### config.mk
export PLATFORM = sky130hd
export DESIGN_NAME = dmem_responder
export DESIGN_NICKNAME = d
export VERILOG_FILES = /design/src/rtl/dmem_responder.sv
export SDC_FILE = /design/constraint.sdc
export NUM_CORES = 1
export LEC_CHECK = 0
export CELL_PAD_IN_SITES_DETAIL_PLACEMENT = 0
export CELL_PAD_IN_SITES_GLOBAL_PLACEMENT = 1
export CORE_MARGIN = 1
export CORE_UTILIZATION = 32
export DETAILED_ROUTE_END_ITERATION = 6
export PLACE_DENSITY_LB_ADDON = 0.1
export SLEW_MARGIN = 25
export SYNTH_ARGS = -nofsm -noshare
export SYNTH_HDL_FRONTEND = slang
export SYNTH_SLANG_ARGS = --single-unit
### constraint.sdc
create_clock -name clk -period 5.45 [get_ports clk]
set_input_delay 0.545 -clock clk [delete_from_list [all_inputs] [get_ports clk]]
set_output_delay 0.545 -clock clk [all_outputs]
set_load 0.01 [all_outputs]
### src/rtl/dmem_responder.sv
// Data-memory responder: turns cache refill/store requests into word-bus beats.
// Refills assemble LINE_WORDS read beats into a registered line buffer.
module dmem_responder #(
    parameter int unsigned WORD       = 32,
    parameter int unsigned LINE_WORDS = 4
) (
    input  logic                         clk,
    input  logic                         rst,
    input  logic                         memory_valid,
    input  logic                         memory_for_store,
    input  logic [WORD-1:0]              load_store_addr,
    input  logic [WORD-1:0]              data_to_mem,
    output logic                         memory_ready,
    output logic [WORD*LINE_WORDS-1:0]   data_from_mem,
    output logic                         ram_req,
    output logic                         ram_we,
    output logic [WORD-1:0]              ram_addr,
    output logic [WORD-1:0]              ram_wdata,
    input  logic                         ram_ack,
    input  logic [WORD-1:0]              ram_rdata
);

    localparam int unsigned BEAT_W = (LINE_WORDS > 1) ? $clog2(LINE_WORDS) : 1;
    localparam int unsigned OFF    = BEAT_W + 2;
    localparam logic [BEAT_W-1:0] LAST_BEAT = BEAT_W'(LINE_WORDS - 1);

    typedef enum logic [1:0] {
        IDLE,
        READ,
        WRITE,
        DONE
    } state_t;

    state_t                             state_q, state_d;
    logic [BEAT_W-1:0]                  beat_q, beat_d;
    logic [WORD-1:0]                    addr_q, addr_d;
    logic [WORD-1:0]                    wdata_q, wdata_d;
    logic                               store_q, store_d;
    logic [LINE_WORDS-1:0][WORD-1:0]    line_q, line_d;

    always_ff @(posedge clk or posedge rst) begin
        if (rst) begin
            state_q <= IDLE;
            beat_q  <= '0;
            addr_q  <= '0;
            wdata_q <= '0;
            store_q <= 1'b0;
            line_q  <= '0;
        end else begin
            state_q <= state_d;
            beat_q  <= beat_d;
            addr_q  <= addr_d;
            wdata_q <= wdata_d;
            store_q <= store_d;
            line_q  <= line_d;
        end
    end

    // Bus outputs decode from registered state only, so reset clears them at once.
    always_comb begin
        state_d      = state_q;
        beat_d       = beat_q;
        addr_d       = addr_q;
        wdata_d      = wdata_q;
        store_d      = store_q;
        line_d       = line_q;
        memory_ready = 1'b0;
        ram_req      = 1'b0;
        ram_we       = 1'b0;
        ram_addr     = '0;
        ram_wdata    = '0;

        case (state_q)
            IDLE: begin
                if (memory_valid) begin
                    addr_d  = load_store_addr;
                    wdata_d = data_to_mem;
                    store_d = memory_for_store;
                    state_d = memory_for_store ? WRITE : READ;
                end
            end
            READ: begin
                ram_req  = 1'b1;
                ram_we   = store_q;
                ram_addr = {addr_q[WORD-1:OFF], beat_q, 2'b00};
                if (ram_ack) begin
                    line_d[beat_q] = ram_rdata;
                    if (beat_q == LAST_BEAT) begin
                        beat_d  = '0;
                        state_d = DONE;
                    end else begin
                        beat_d = beat_q + 1'b1;
                    end
                end
            end
            WRITE: begin
                ram_req   = 1'b1;
                ram_we    = store_q;
                ram_addr  = addr_q & ~WORD'(3);
                ram_wdata = wdata_q;
                if (ram_ack) begin
                    state_d = DONE;
                end
            end
            DONE: begin
                memory_ready = 1'b1;
                state_d      = IDLE;
            end
            default: begin
                state_d = IDLE;
            end
        endcase
    end

    assign data_from_mem = line_q;

endmodule
### After elaboration in Yosys (flattened, before gate mapping)

Cells that the tools add are included.

| cells by class | value |
|---|---|
| $add $sub $neg | 1 |
| magnitude comparators | 2 |
| eq/ne operators | 8 |
| multiplexer cells | 15 |
| reductions and logical operators | 6 |

Operators by type and width:

| kind | number |
|---|---|
| $bwmux W128 | 1 |
| $demux W32 S2 | 1 |
| $mux W32 | 2 |
| $pmux W32 S2 | 1 |
| $mux W2 | 6 |
| $ne A2 B2 Y1 const B | 4 |
| $pmux W2 S4 | 1 |
| $eq A2 B2 Y1 const B | 3 |
| $reduce_and A2 Y1 | 2 |
| $reduce_and A4 Y1 | 1 |
| $lt A2 B3 Y1 const B | 1 |
| $mux W1 | 3 |
| $add A2 B1 Y2 const B | 1 |
| $eq A2 B1 Y1 const B | 1 |
| $ge A2 B1 Y1 const B | 1 |
| $logic_not A2 Y1 | 1 |
| $reduce_or A2 Y1 | 1 |
| $logic_and A1 B1 Y1 | 1 |

| word-level totals | value |
|---|---|
| register bits | 197 |
| input port bits | 101 |
| output and inout bits | 195 |

### Depth between registers and ports, before layout

Gate-level depths: netlist (run 1).

| logic depth | value |
|---|---|
| depth in word-level cells | 5 |
| depth in mapped cells | 6 |
| gate-level depth less buffers | 5 |

### Worst setup path after synthesis (run 1)

Ideal clock, no wire load.

| timing path | value |
|---|---|
| path type | register -> output |
| start point | register state_q[0] |
| end point | output port ram_addr[10] |
| arrival time | 1457 ps |
| slack | 3448 ps |
| cell stages (with the launch flop) | 6 |
| path buffers | 1 |
| path through | dfrtp_1 > inv_1 > ha_1 > o21a_1 > clkbuf_1 > and2_1 |

| on the way | value |
|---|---|
| word-level cells in the longest chain between the ends | 2 |

Ends and longest elaborated chain:

| what | RTL line | text |
|---|---|---|
| start: declaration | 34 | `state_t state_q, state_d;` |
| start signal: assignment | 50 | `state_q <= state_d;` |
| $eq A2 B2 Y1 / $eq A2 B1 Y1 (equally long branches) | 73 | `case (state_q)` |
| $pmux W32 S2 (*) | 73 |  |
| end: declaration | 17 | `output logic [WORD-1:0] ram_addr,` |

Every way passes the cells marked *; elsewhere a longest branch is shown, timed or not.

### Worst setup path after layout (run 1)

| timing path | value |
|---|---|
| start point | register state_q[1] |
| end point | output port ram_addr[26] |

The elaborated chain is that of the path after synthesis.

==> results of run 1 <==
## cells by family after synthesis
kind of cell | Yosys count
other | 1
buffers and inverters | 35
and+or+nand+nor | 73
adders and majority gates | 9
AOI/OAI and AO/OA | 7
muxes | 194
DFF | 195
## path summary, 6_finish.rpt
check                                    end  slack [ns]  cells after the start
max in group asynchronous  data_from_mem[83]        3.96                      4
setup reg to reg                   addr_q[2]        3.33                      5
hold reg to reg                   wdata_q[7]        0.50                      1
hold / removal                    wdata_q[7]        0.50                      1
min in group asynchronous   data_from_mem[7]        0.61                      3
setup / recovery                ram_addr[26]        2.04                      5
## routing by layer
metal | track usage [%] | part of all wire [%] | up-vias
met4 | 5.36 | 1.8 | 0
met1 | 19.4 | 41 | 2556
met2 | 27.5 | 50 | 167
li1 | - | - | 2357
met5 | 0 | 0 | -
met3 | 5.23 | 7.1 | 19
## cells in the final DEF (no fill, tap or decap)
cell type and instances:
clkdlybuf4s50_1 291, dfrtp_1 195, mux2_2 194, and2_1 61, clkbuf_16 17, ha_1 9
inv_1 7, buf_4 5, clkinvlp_4 4, inv_8 4, clkinv_4 4, nand3_2 3
nand2_1 3, a22oi_1 2, nor2b_1 2, conb_1 2, clkinv_8 2, nand2_2 1
o21a_1 1, nor3_1 1, a21o_1 1, nand2b_1 1, o21ai_0 1, a21boi_0 1
a221oi_1 1, nand3_4 1, clkbuf_1 1, inv_6 1, buf_16 1, buf_12 1
## layout make-up
| type | instances | area share, % |
|---|---|---|
| clock buffers | 18 | 3.66 |
| clock inverters | 14 | 1.23 |
| inverters | 8 | 0.288 |
| multi-input cells | 285 | 24.1 |
| flip-flops and latches | 195 | 41.7 |
| well taps | 319 | 3.41 |
| repair buffers | 298 | 25.6 |
## power by group through the flow
stage	logic (mW)	registers (mW)	clock network, mW
2_1_floorplan	1.27	2.65	0
3_3_place_gp	3.11	2.47	0
3_5_place_dp	3.17	2.51	0
4_1_cts	3.18	2.48	1.25
5_1_grt	3.35	2.57	1.31
6_report	3.12	2.48	1.20
## sequential cells by signal, indices dropped and copies added, names as in the netlist
name and flops:
beat_q 2, data_from_mem 128, addr_q 30, wdata_q 32
store_q 1, state_q 2
## worst max-delay path, cell delays in order, from the launching register on
cell	delay [ns]
dfrtp_1	0.42
inv_1	0.12
ha_1	0.40
o21a_1	0.71
and2_1	0.23
clkdlybuf4s50_1	0.56
## metrics by stage
step                hold WS [ns]  instances  setup WS [ns]  area, µm²
floorplan                  0.471        515           2.39       7850
global placement           0.479       1104           2.49      11100
detailed placement         0.485       1104           2.41      11100
CTS                        0.502       1136           1.94      11700
global route               0.515       1137           1.78      11700
finish                     0.498       1137           2.04      11700
==> qor.csv, run 1 <==
metric;value;unit
place_congestion;0.731;
p_comb_share;45.9;%
dr.pass1.iters;4;
synthAdderAreaFrac;1.44;%
synth_xor_area_share;0;%
n_antenna_cell;0;
cts.path.max_buffers;2;
hold_start;wdata_q[7];
yosysMostFrequentCell;dfrtp_1;
cts_tree;done;
cap_violations;0;
io_pins;296;
async_flop_share;100;%
final-seq-area;0.00488;mm²
switching_share;31.3;%
multi_input_area;0.00283;mm²
nFillCells;2070;
synth_top_family_by_area;multiplexers;
clockPowerShare;17.7;%
grt_max_degree;196;
setup_violations;0;
setup_tns;0;ns
min_period;3.41;ns
status;finished clean;
synth_warnings;0;
synth-edff-count;0;
hold_viol;0;
grt_usage;16.2;%
start_util;33.0;%
leakagePower;5.01;nW
synth-simple-area-share;5.62;%
rsz0062_at_grt;no;
drc;0;
overflow;0;
crit_arrival;2.87;ns
dpl.hpwl;13.8;mm
cts.clk_slew.worst_paths;0.07;ns
layout-drive-gt1-share;29.1;%
coreArea;0.0238;mm²
rows;56;
synth_common_cells;195 x dfrtp_1, 194 x mux2_2, 61 x and2_1;
final_util;49.3;%
hold_path.class;flop to flop;
clock_latency;0.43;ns
crit-reg2reg-launch;state_q[0];
start_kind;flop;
fin_crit_sh;62.6;%
postRouteAntennaNets;0;
synth.area.mux_share;27.9;%
vias;5099;
required;4.91;ns
grt_pass1_vias;5449;
post_cts_buffers;0;
clock_sinks;195;
worst_pin_slew;0.792;ns
seq_area_frac_synth;62.2;%
synth.top_cell.area_share;62.2;%
ys_types;21;
worstSetupEndpointType;primary output;
cts_hold_buf;0;
power_density;580;mW/mm²
die_y;159;µm
synth_compound_area_share;0.654;%
h-tree-depth;4;
yosys.area.top_type;dfrtp_1;
slew_headroom;47.2;%
cts-root-buf;clkbuf_16;
cts-buffers-inserted;17;
drt-initial-drc-count;179;
skew;0.0169;ns
synthTopCellsByArea;dfrtp_1 62%, mux2_2 28%, and2_1 4.9%, ha_1 1.4%, buf_2 1.2%;
drv_slew;0;
syn_avg_cell_area;15.3;µm²
ctsResizeCount;0;
synthCells;514;
critPathKind;flop to primary output;
synth_flop_cell;dfrtp_1;
die_x;159;µm
via_per_inst;4.48;
synth-seq-cells;195;
startpoint;state_q[1];
syn_area;0.00784;mm²
port_buffers;291;
max_freq;293;MHz
p_switching;2.13;mW
power;6.79;mW
p_int;4.67;mW
die_area;0.0251;mm²
layout.nets;915;
cp_max_fo;28;
antenna_found_initial;0;
syn2layout_area_growth;49.3;%
avgRoutedWirePerCell;17.5;µm
ir_drop;0.235;mV
seqPwrFrac;36.4;%
grt_first_pass_wirelength;30.3;mm
wirelength;19.9;mm
Note: power is estimated with default switching activity, not from simulation.
==> run 2, diff against run 1 <==
- CORE_UTILIZATION: 32 -> 35
- clock period: 5.45 -> 3.35 ns (I/O delays scaled with it)
==> run 2 against run 1 <==
  * Sequential power rose by 63%
  * Setup slack got worse by 1.6 ns
  * Global-route usage rose by 0.95 points
  * Highest routed layer unchanged
==> qor.csv, run 2 (same netlist as run 1, synthesis figures left out) <==
metric;value;unit
cts-buffers-inserted;17;
die_area;0.0230;mm²
crit_slowest_cell;clkdlybuf4s50_1;
slew_headroom;39.9;%
final_common_cell;clkdlybuf4s50_1;
dpl.hpwl;13.9;mm
h-tree-depth;4;
hold_viol;0;
cap_violations;0;
clock_latency;0.42;ns
crit_chain;inv_1, ha_1, o21a_1, buf_4, and2_1, clkdlybuf4s50_1;
mostFrequentLayoutCells;291 x clkdlybuf4s50_1, 195 x dfrtp_1, 194 x mux2_2, 61 x and2_1, 17 x clkbuf_16;
start_kind;flop;
wirelength;19.7;mm
clock_sinks;195;
status;finished clean;
die_x;152;µm
switching_share;30.9;%
n_antenna_cell;0;
fin_crit_sh;85.6;%
grt_usage;17.2;%
cts-root-buf;clkbuf_16;
cts_hold_buf;0;
cts.clk_slew.worst_paths;0.08;ns
p_switching;3.47;mW
cts_tree;done;
skew;0.0121;ns
setup_violations;0;
port_buffers;291;
via_per_inst;4.62;
grt_first_pass_wirelength;29.6;mm
cts.path.max_buffers;2;
seqPwrFrac;36.0;%
power_density;959;mW/mm²
rsz0062_at_grt;no;
grt_pass1_vias;5425;
vias;5077;
overflow;0;
startpoint;state_q[1];
dr.pass1.iters;3;
coreArea;0.0219;mm²
ir_drop;0.482;mV
power;11.2;mW
io_pins;296;
p_int;7.76;mW
layout-drive-gt1-share;29.4;%
ctsResizeCount;0;
crit_arrival;2.53;ns
drv_slew;0;
required;3.01;ns
start_util;35.8;%
cp_max_fo;28;
grt_max_degree;127;
clockPowerShare;18.8;%
max_stage_delay;0.58;ns
antenna_found_initial;0;
max_freq;349;MHz
final_util;53.5;%
drc;0;
largest_reg_flops;128;
avgRoutedWirePerCell;17.9;µm
p_comb_share;45.2;%
setup_tns;0;ns
min_period;2.87;ns
place_congestion;0.716;
syn2layout_area_growth;49.4;%
layout.nets;918;
drt-initial-drc-count;105;
postRouteAntennaNets;0;
crit-reg2reg-launch;state_q[1];
leakagePower;5.05;nW
rows;54;
setup_slack;0.483;ns
hold_path.class;input port to async pin;
critPathKind;flop to primary output;
post_cts_buffers;0;
worst_pin_slew;0.901;ns
worstSetupEndpointType;primary output;
die_y;152;µm
place_ws;0.885;ns
==> run 2: critical path, delay by kind of cell, from the launching register on <==
| family | cells | cell delay (ns) |
|---|---|---|
| buffers and inverters | 3 | 0.95 |
| flip-flops | 1 | 0.42 |
| adder cells (fa/ha/maj) | 1 | 0.40 |
| AO/OA/AOI/OAI | 1 | 0.18 |
| AND/OR/NAND/NOR | 1 | 0.17 |
==> run 2: worst paths after layout <==
path,to,slack [ns],cells past startpoint
setup / recovery,ram_addr[7],0.48,6
hold / removal,data_from_mem[4],0.44,3
setup reg to reg,data_from_mem[127],1.35,5
hold reg to reg,addr_q[21],0.50,1
max in group asynchronous,beat_q[1],2.14,3
min in group clk,addr_q[21],0.50,1
==> run 2: area by class of cell <==
| class | instances | area [µm²] |
|---|---|---|
| clock inverters | 14 | 194 |
| clock buffers | 17 | 425 |
| fillers | 1841 | 10200 |
| repair buffers | 301 | 3010 |
| inverters | 8 | 33.8 |
| flip-flops and latches | 195 | 4880 |
| well taps | 280 | 350 |
| multi-input cells | 285 | 2820 |
==> run 2: metal layers <==
metal	vias to the layer above	global-route usage (%)	wire length, µm
met5	-	0	0
met4	0	3.42	147
met3	9	6.92	1620
met2	174	29.8	10000
met1	2542	19.9	7860
li1	2352	-	-
==> run 2: through the flow <==
stage,hold slack (ns),cell area (µm²),instances
global placement,0.479,11100,1069
global route,0.491,11700,1100
CTS,0.490,11700,1100
finish,0.438,11700,1100
floorplan,0.471,7850,515
detailed placement,0.486,11100,1069
==> run 2: power by group through the flow <==
stage	logic, mW	registers [mW]	clock network, mW
CTS	5.17	4.06	2.18
detailed placement	5.15	4.10	0
floorplan	2.07	4.32	0
global placement	5.06	4.02	0
finish	5.08	4.04	2.11
global route	5.45	4.19	2.28
==> run 3, diff against run 2 <==
- RECOVER_POWER: unset -> 100
==> run 3 against run 2 <==
  * The flow now finishes with violations (max-capacitance violations, max-slew violations)
  * Setup slack worse by 0.047 ns
  * Sequential power barely moved
  * Final cell count unchanged
  * Register-to-register slack worse by 0.73 ns
  * Clock skew shrank 0.00050 ns
  * Count of clock-buffer cells in the layout did not move
  * Via count grew 0.43%
  * Hold slack gained 0.060 ns
  * Global-route usage unchanged
  * Design area fell by 0.47%
  * Combinational power down 7.7%
  * First-iteration DRC count up 9.5%
  * Largest power group unchanged
  * Highest routed layer unchanged
==> qor.csv, run 3 (same netlist as run 1, synthesis figures left out) <==
metric;value;unit
crit-reg2reg-launch;state_q[0];
dr.pass1.iters;4;
ctsResizeCount;0;
worstSetupEndpointType;primary output;
leakagePower;5.29;nW
overflow;0;
coreArea;0.0219;mm²
worst_pin_slew;1.89;ns
max_freq;343;MHz
start_kind;flop;
ir_drop;0.482;mV
vias;5099;
reg2reg_slack;0.62;ns
cts-buffers-inserted;17;
post_cts_buffers;0;
rows;54;
die_x;152;µm
cts.path.max_buffers;2;
drc;0;
syn2layout_area_growth;48.7;%
layout-drive-gt1-share;28.9;%
clock_latency;0.42;ns
setup_tns;0;ns
fin_crit_sh;87.0;%
power;10.8;mW
place_congestion;0.716;
cp_max_fo;28;
required;3.01;ns
grt_first_pass_wirelength;29.6;mm
start_util;35.8;%
cap_violations;4;
power_density;927;mW/mm²
io_pins;296;
skew;0.0116;ns
startpoint;state_q[1];
cts_hold_buf;0;
die_area;0.0230;mm²
cts-root-buf;clkbuf_16;
violations;max-capacitance violations, max-slew violations;
rsz0062_at_grt;no;
mostFrequentLayoutCells;195 x dfrtp_1, 194 x mux2_2, 171 x dlygate4sd3_1, 120 x clkdlybuf4s50_1, 40 x and2_1;
grt_pass1_vias;5425;
critPathKind;flop to primary output;
cts.clk_slew.worst_paths;0.07;ns
drv_slew;262;
die_y;152;µm
status;finished with violations;
n_antenna_cell;0;
r2r_end;wdata_q[5];
setup_violations;0;
cts_tree;done;
largest_reg_flops;128;
reg2reg_depth;5;
avgRoutedWirePerCell;17.8;µm
hold_viol;0;
clock_sinks;195;
h-tree-depth;4;
min_period;2.91;ns
critPathCapture;ram_addr[7];
grt_usage;17.2;%
placed_cell_area;0.0111;mm²
via_per_inst;4.64;
antenna_found_initial;0;
slew_headroom;-25.9;%
postRouteAntennaNets;0;
hold_path.class;flop to flop;
nFillCells;1851;
wirelength;19.6;mm
grt_max_degree;127;
final_common_cell;dfrtp_1;
crit_arrival;2.58;ns
dpl.hpwl;13.9;mm
drt-initial-drc-count;115;
fin_area;0.0117;mm²
port_buffers;291;
layout.nets;918;
==> run 3: cell types whose count changed in the layout (fill, tap and decap cells not counted), moves of 2 or more <==
cell and delta:
and2_0 +21, and2_1 -21, buf_12 -2, buf_4 -7, clkbuf_1 +2, clkbuf_2 +6, clkdlybuf4s50_1 -171, dlygate4sd3_1 +171
==> run 3: metrics by stage <==
step	hold WS, ns	setup slack, ns	utilization (%)	cells
floorplan	0.471	0.497	-	515
global placement	0.479	0.986	50.7	1069
detailed placement	0.486	0.885	50.7	1069
CTS	0.490	0.421	53.5	1100
global route	0.491	0.268	53.3	1100
finish	0.498	0.436	53.3	1100
==> run 3: final cells by class <==
| cell class | instances | area [µm²] | share of cell area, % |
|---|---|---|---|
| clock buffer | 17 | 425 | 3.65 |
| clock inverter | 14 | 194 | 1.66 |
| inverter | 8 | 33.8 | 0.290 |
| multi-input combinational | 285 | 2810 | 24.1 |
| sequential | 195 | 4880 | 41.9 |
| tap | 280 | 350 | 3.00 |
| timing repair buffer | 301 | 2970 | 25.4 |
==> run 3: how the worst min path moves through the flow <==
stage,end,slack [ns],cells past startpoint,startpoint
finish,data_from_mem[19],0.50,1,data_from_mem[19]
global route,wdata_q[31],0.49,2,data_to_mem[31]
CTS,data_from_mem[4],0.49,3,rst
detailed placement,wdata_q[15],0.49,1,wdata_q[15]
global placement,wdata_q[19],0.48,1,wdata_q[19]
floorplan,addr_q[10],0.47,1,addr_q[10]
==> run 3: power breakdown <==
group	switching (mW)	internal, mW
registers	0.526	3.48
logic	1.93	2.77
clock network	0.962	1.14
total	3.42	7.39
==> run 3: critical path, cell delays in order, from the launching register on <==
cell and delay, ns:
dfrtp_1 0.42, inv_1 0.11, ha_1 0.38, o21a_1 0.18, buf_4 0.25, and2_1 0.17
dlygate4sd3_1 0.65
==> run 3: layer usage <==
layer | vias to the layer above | GRT usage, % | part of all wire, % | wire length [µm]
li1 | 2366 | - | - | -
met1 | 2544 | 19.9 | 40 | 7790
met2 | 180 | 29.8 | 51 | 10000
met3 | 9 | 6.92 | 8.4 | 1640
met4 | 0 | 3.42 | 0.75 | 147
met5 | - | 0 | 0 | 0
